--- src/rtl/cpu_pkg.sv ---
// Shared constants and ALU opcode encoding for the 8-bit single-cycle CPU.
// Imported by the register bank and the execution datapath.
package cpu_pkg;

    localparam int DATA_W = 8;
    localparam int ADDR_W = 3;

    typedef enum logic [2:0] {
        ALU_FWD = 3'b000,
        ALU_ADD = 3'b001,
        ALU_AND = 3'b010,
        ALU_OR  = 3'b011
    } aluop_e;

endpackage

--- src/rtl/gpr_bank.sv ---
// General-purpose register array: sync reset, one write port,
// two asynchronous read ports with no write-to-read bypass.
module gpr_bank #(
    parameter int DATA_W = cpu_pkg::DATA_W,
    parameter int ADDR_W = cpu_pkg::ADDR_W
) (
    input  logic              i_clk,
    input  logic              i_rst,
    input  logic              i_we,
    input  logic [ADDR_W-1:0] i_waddr,
    input  logic [DATA_W-1:0] i_wdata,
    input  logic [ADDR_W-1:0] i_raddr1,
    input  logic [ADDR_W-1:0] i_raddr2,
    output logic [DATA_W-1:0] o_rdata1,
    output logic [DATA_W-1:0] o_rdata2
);

    localparam int DEPTH = 1 << ADDR_W;

    logic [DATA_W-1:0] r_mem [DEPTH];

    // Reset wins over a simultaneous write.
    always_ff @(posedge i_clk) begin
        if (i_rst) begin
            for (int i = 0; i < DEPTH; i++) begin
                r_mem[i] <= '0;
            end
        end else if (i_we) begin
            r_mem[i_waddr] <= i_wdata;
        end
    end

    assign o_rdata1 = r_mem[i_raddr1];
    assign o_rdata2 = r_mem[i_raddr2];

endmodule

--- src/rtl/regalu_datapath.sv ---
// Register file plus combinational ALU; result written back on CLK.
// Optional ZERO flag output when ALU_ZERO_FLAG_EN is defined.
module regalu_datapath #(
    parameter int DATA_W = cpu_pkg::DATA_W,
    parameter int ADDR_W = cpu_pkg::ADDR_W
) (
    input  logic              CLK,
    input  logic              RESET,
    input  logic              WRITEENABLE,
    input  logic [ADDR_W-1:0] WRITEREG,
    input  logic [ADDR_W-1:0] READREG1,
    input  logic [ADDR_W-1:0] READREG2,
    input  logic [2:0]        ALUOP,
    input  logic [DATA_W-1:0] OPERAND2,
`ifdef ALU_ZERO_FLAG_EN
    output logic              ZERO,
`endif
    output logic [DATA_W-1:0] REGOUT1,
    output logic [DATA_W-1:0] REGOUT2,
    output logic [DATA_W-1:0] ALU_RESULT
);

    import cpu_pkg::*;

    logic [DATA_W-1:0] w_rd1;
    logic [DATA_W-1:0] w_rd2;
    logic [DATA_W-1:0] w_result;

    gpr_bank #(
        .DATA_W (DATA_W),
        .ADDR_W (ADDR_W)
    ) u_gpr (
        .i_clk    (CLK),
        .i_rst    (RESET),
        .i_we     (WRITEENABLE),
        .i_waddr  (WRITEREG),
        .i_wdata  (w_result),
        .i_raddr1 (READREG1),
        .i_raddr2 (READREG2),
        .o_rdata1 (w_rd1),
        .o_rdata2 (w_rd2)
    );

    // Carry out of ADD is dropped; reserved opcodes yield zero.
    always_comb begin
        w_result = '0;
        case (ALUOP)
            ALU_FWD: w_result = OPERAND2;
            ALU_ADD: w_result = w_rd1 + OPERAND2;
            ALU_AND: w_result = w_rd1 & OPERAND2;
            ALU_OR:  w_result = w_rd1 | OPERAND2;
            default: w_result = '0;
        endcase
    end

    assign REGOUT1    = w_rd1;
    assign REGOUT2    = w_rd2;
    assign ALU_RESULT = w_result;

`ifdef ALU_ZERO_FLAG_EN
    assign ZERO = (w_result == '0);
`endif

endmodule

--- config.mk ---
export PLATFORM = sky130hd
export DESIGN_NAME = regalu_datapath
export DESIGN_NICKNAME = d
export VERILOG_FILES = /design/src/rtl/cpu_pkg.sv /design/src/rtl/gpr_bank.sv /design/src/rtl/regalu_datapath.sv
export SDC_FILE = /design/constraint.sdc
export NUM_CORES = 1
export LEC_CHECK = 0
export CORE_MARGIN = 5
export CORE_UTILIZATION = 35
export DETAILED_ROUTE_END_ITERATION = 10
export SLEW_MARGIN = 20
export SYNTH_ARGS = -nofsm -noshare
export SYNTH_HDL_FRONTEND = slang
export SYNTH_SLANG_ARGS = --single-unit
--- constraint.sdc ---
create_clock -name CLK -period 11.7 [get_ports CLK]
set_input_delay 2.34 -clock CLK [delete_from_list [all_inputs] [get_ports CLK]]
set_output_delay 2.34 -clock CLK [all_outputs]
set_load 0.005 [all_outputs]
-- Word level (Yosys, flattened, before mapping)
Memory sizes are Yosys's and may differ from the RTL's.
Cells that the tools add are included.
- RAM bits: 64
- flip-flop bits (word level): 0
- output and inout port bits: 24
- input port bits: 23
- logic and storage cells: 18
- memories kept: 1
- memory list (memory ; depth ; bits a word ; rd ports ; clocked after Yosys merged registers in ; wr ports ; line ; RTL):
    u_gpr.r_mem ; 8 ; 8 ; 2 ; 0 ; 8 ; gpr_bank.sv:20 ; logic [DATA_W-1:0] r_mem [DEPTH];
- $add $sub $neg: 1
- reductions and logical operators: 2
- bitwise gates (word level): 2
- equality and inequality tests: 3
- multiplexer cells: 9
- operator list (cell ; number):
    $pmux W8 S4 ; 1
    $add A8 B8 Y8 ; 1
    $and A8 B8 Y8 ; 1
    $mux W8 ; 1
    $or A8 B8 Y8 ; 1
    $reduce_or A8 Y1 ; 1
    $eq A3 B2 Y1 const B ; 2
    $mux W1 ; 6
    $eq A3 B1 Y1 const B ; 1
    $logic_not A3 Y1 ; 1
    $mux W3 ; 1

-- Longest topological paths before layout
- word-level depth: 5
- gate-level depth with buffers: 12
- gate-level depth less buffers: 9

-- Cells and area by module
Synthesis repeated with hierarchy kept, for this count alone.
- cells, all modules: 316
- area, all modules: 4210.3 µm²
- by module, submodules not included (module ; area each (µm²) ; seq. area each (µm²) ; times used ; cells each):
    gpr_bank ; 3525.9 ; 1921.8 ; 1 ; 222
    regalu_datapath ; 684.4 ; 0.0 ; 1 ; 94

-- Least setup slack after synthesis
No wires, ideal clock.
- kind: input -> output
- from: input port READREG1[0]
- to: output port ALU_RESULT[4]
- required time: 9.360 ns
- arrival time: 5.393 ns
- path buffers: 2
- cell stages on the path: 11
- setup slack: 3.967 ns
- path through: clkbuf_1 -> buf_2 -> mux4_2 -> mux2i_1 -> inv_1 -> ha_1 -> fa_1 -> a21o_1 -> a21oi_1 -> mux2i_1 -> nand2_1
- longest elaborated chain between the ends: 3
- elaborated cells between the ends (all ways): 5
- those cells by class: add/sub (1); mux (1); bitwise (2); memory (1)
- ends and longest elaborated chain (item ; line ; RTL):
    from (decl) ; regalu_datapath.sv:11 ; input logic [ADDR_W-1:0] READREG1,
    $mem_v2 Z8 W8 ; n/a ;
    net REGOUT1[0] ; regalu_datapath.sv:18 ; output logic [DATA_W-1:0] REGOUT1,
    $add A8 B8 Y8 ; regalu_datapath.sv:49 ; ALU_ADD: w_result = w_rd1 + OPERAND2;
    $pmux W8 S4 ; regalu_datapath.sv:47 ; case (ALUOP)
    to (decl) ; regalu_datapath.sv:20 ; output logic [DATA_W-1:0] ALU_RESULT
The timed path passes the listed nets, and every way through them passes these cells.

-- Worst setup path after layout
- from: input port READREG1[1]
- to: output port ALU_RESULT[5]
- longest elaborated chain between the ends: 3
- elaborated cells between the ends (all ways): 5
- those cells by class: add/sub (1); mux (1); bitwise (2); memory (1)
- ends and longest elaborated chain (item ; line):
    $mem_v2 Z8 W8 * ; n/a
    $add A8 B8 Y8, or another cell as far along ; regalu_datapath.sv:49
    $pmux W8 S4 * ; regalu_datapath.sv:47
Every way passes the cells marked *; elsewhere a longest branch is shown, timed or not.

==> run_results.csv <==
group,metric,value,unit
status,status,"finished, final reports clean",
synth,synth_top_area_share,46.3,%
pwr,seqPwrFrac,40.2,%
finish,finalInstanceArea,4990,um^2
finish,final_net_count,408,
die,core,11500,um^2
setup_path,critPathBufInv,3,
die,initial_core_util,36.1,%
clock_network,cts_buffers,9,
route,met2_length,5740,um
timing,min_period,8.79,ns
setup_path,crit_chain,"clkdlybuf4s50_1, mux4_2, mux2i_1, inv_1, ha_1, a211oi_1, o21ai_1, mux2i_1, nand2_1, clkdlybuf4s50_1",
clock_network,clk_pin_slew,0.05,ns
die,die_x,119,um
finish,largest-register,"u_gpr.r_mem",
run,max_cap_viol_count,0,
placement,gp_congestion,0.828,
placement,dpl_cell_area,4690,um^2
clock_network,ctsHoldBuffers,0,
die,io_pins,47,
timing,relSlewSlack,29.2,%
timing,clock.fmax,114,MHz
finish,top_regs,"u_gpr.r_mem (64)",
pwr,ir_drop,0.0000713,V
grt,grt_pass1_vias,3159,
pwr,power.share.clock,41.4,%
setup_path,endpoint_kind,"output port",
timing,hold_violations,0,
pwr,powerDensity,133,nW/um^2
clock_network,htreeDepth,3,
synth,synth_ff_type,"edfxtp_1",
timing,tns,0,ns
setup_path,cp_max_fo,16,
grt,grt_pass1_wl,18100,um
timing,clock_skew,0.00636,ns
pwr,p_leak,1.86,nW
timing,rsz0062_at_grt,"false",
worst_hold_path,worstHoldPathType,"flop to flop",
finish,fillCellCount,1087,
grt,grt_max_degree,23,
route,wl_met1,4690,um
setup_path,critPathKind,"input pin to output port",
synth,ys_warn_count,0,
clock_network,post_cts_resized,0,
die,core.rowCount,39,
finish,drive_above_1_share,18.0,%
synth,synthTopCellsByArea,"edfxtp_1 (46%), mux4_2 (18%), ha_1 (4.8%)",
finish,largest_reg_flops,64,
clock_network,clock_path_buffers,2,
route,drtAntennaViolNets,0,
route,drcViolationCount,0,
route,firstDrtPassIters,4,
synth,synth-edff-count,64,
clock_network,cts_tree,"yes",
route,vias,2940,
setup_path,crit_slowest_cell,"clkdlybuf4s50_1",
clock_network,clk_latency,0.33,ns
clock_network,clockRootBuffer,"clkbuf_16",
grt,overflow,0,
grt,grt.total_usage,17.0,%
route,routed_wl,11600,um
setup_path,critPathLaunchType,"input pin",
synth,synthArstFlopShare,0,%
pwr,power_frac_comb,18.5,%
pwr,power,666,uW
synth,synthTopCellsByCount,"edfxtp_1 (64), mux4_2 (33), nor2_1 (32)",
grt,antenna_found_initial,0,
timing,hold_ws,1.59,ns
pwr,internal-power,505,uW
timing,report.final.slew_viol_count,0,
setup_path,cp_data_arrival_time,6.45,ns
synth,yosysUniqueCellTypes,41,
die,die_area,14100,um^2
route,post_drt_wl_per_cell,22.5,um
placement,dpl.hpwl,7960,um
route,drt_iter0_markers,194,
synth,netlist_area,4150,um^2
die,die_y,119,um
synth,yosys.cell_count.top_type,"edfxtp_1",
synth,syn_nets,375,
route,vias_per_cell,5.71,
synth,syn_inst,335,
pwr,switching_share,24.1,%
clock_network,cts.sinks,64,
setup_path,critPathRequiredTime,9.36,ns
pwr,netSwitchingPower,160,uW
setup_path,crit_family,"buffers and inverters",
route,dr_wl_met3,911,um
setup_path,max_stage_delay,1.07,ns
timing,tightest_slew,1.03,ns
synth,ys_seq_area_share,46.3,%
timing,timing.final.crit_share,75.1,%
synth,yosys.area.top_type,"edfxtp_1",
timing,setup_viol,0,
route,routed.top_layer,"met4",
finish,diodes,0,
finish,area_growth,20.2,%
clock_network,postCtsSetupRepairBufs,0,
synth,ys_ff_latch,64,
placement,io_buffers,46,
synth,avgSynthCellArea,12.4,um^2
==> metal layers <==
metal  vias up  GRT usage (%)
met5         -              0
met4         0           5.43
met3        16           3.74
met2       106           28.9
met1      1470           21.5
li1       1348              -
==> power by group through the flow <==
stage | clock network, mW | logic, mW | registers [mW]
6_report | 0.275 | 0.123 | 0.267
4_1_cts | 0.277 | 0.125 | 0.267
3_3_place_gp | 0 | 0.123 | 0.271
2_1_floorplan | 0 | 0.0756 | 0.270
5_1_grt | 0.288 | 0.135 | 0.268
3_5_place_dp | 0 | 0.124 | 0.272
==> cell type report <==
class	count	area, um^2	share of cell area, %
Clock inverter	5	72.6	1.45
Multi-Input combinational cell	223	2030	40.7
Clock buffer	10	229	4.59
Timing Repair Buffer	48	475	9.52
Tap cell	143	179	3.58
Sequential cell	64	1920	38.5
Inverter	22	82.6	1.65
==> stage by stage <==
stage / setup WS (ns) / util [%] / std cells
floorplan: 3.97 / - / 335
global placement: 2.97 / 40.7 / 500
detailed placement: 2.93 / 40.7 / 500
CTS: 2.90 / 43.4 / 515
global route: 2.64 / 43.4 / 515
finish: 2.91 / 43.4 / 515
==> cells by family (layout without fill, tap and decap cells) <==
kind of cell | count (synthesis) | after routing | synth area share [%]
AOI/OAI and AO/OA | 70 | 70 | 11.0
xor gates and xnor gates | 1 | 1 | 0.211
adders and majority gates | 17 | 17 | 5.30
buffers and inverters | 48 | 85 | 4.79
DFF | 64 | 64 | 46.3
muxes | 53 | 53 | 23.0
and+or+nand+nor | 82 | 82 | 9.46
==> cells in the final DEF (no fill, tap or decap), types with 2 or more instances in the layout <==
| cell | n |
|---|---|
| edfxtp_1 | 64 |
| inv_2 | 3 |
| a211oi_1 | 2 |
| mux2_2 | 8 |
| a31oi_1 | 8 |
| a211o_1 | 2 |
| o211ai_1 | 4 |
| a32oi_1 | 2 |
| buf_4 | 2 |
| a21oi_2 | 8 |
| nand2b_1 | 9 |
| clkinv_1 | 2 |
| and2_1 | 3 |
| clkdlybuf4s50_1 | 46 |
| bufinv_16 | 2 |
| mux4_2 | 33 |
| nor2b_1 | 5 |
| a21oi_1 | 28 |
| inv_1 | 19 |
| nand2_1 | 20 |
| nand3_1 | 3 |
| a21o_1 | 6 |
| or4_1 | 2 |
| nor2_1 | 32 |
| mux2i_1 | 12 |
| clkbuf_16 | 9 |
| o21ai_0 | 4 |
| o211a_1 | 2 |
| nor3b_1 | 2 |
| ha_1 | 16 |
==> worst paths after layout <==
path	slack (ns)	endpoint	start	cells past startpoint
max	2.91	ALU_RESULT[5]	READREG1[1]	10
min	1.59	u_gpr.r_mem[2][2]	u_gpr.r_mem[4][2]	7
max reg2reg	8.38	u_gpr.r_mem[1][4]	u_gpr.r_mem[3][0]	9
min reg2reg	1.59	u_gpr.r_mem[2][2]	u_gpr.r_mem[4][2]	7
==> worst min-delay path, cell delays in order (launching register included) <==
cell      delay, ns
edfxtp_1       0.33
mux4_2         0.22
mux2i_1        0.13
ha_1           0.21
nand2_1        0.06
o211ai_1       0.08
a21o_1         0.31
nor2_1         0.13
Power figures use the tool's default switching activity.
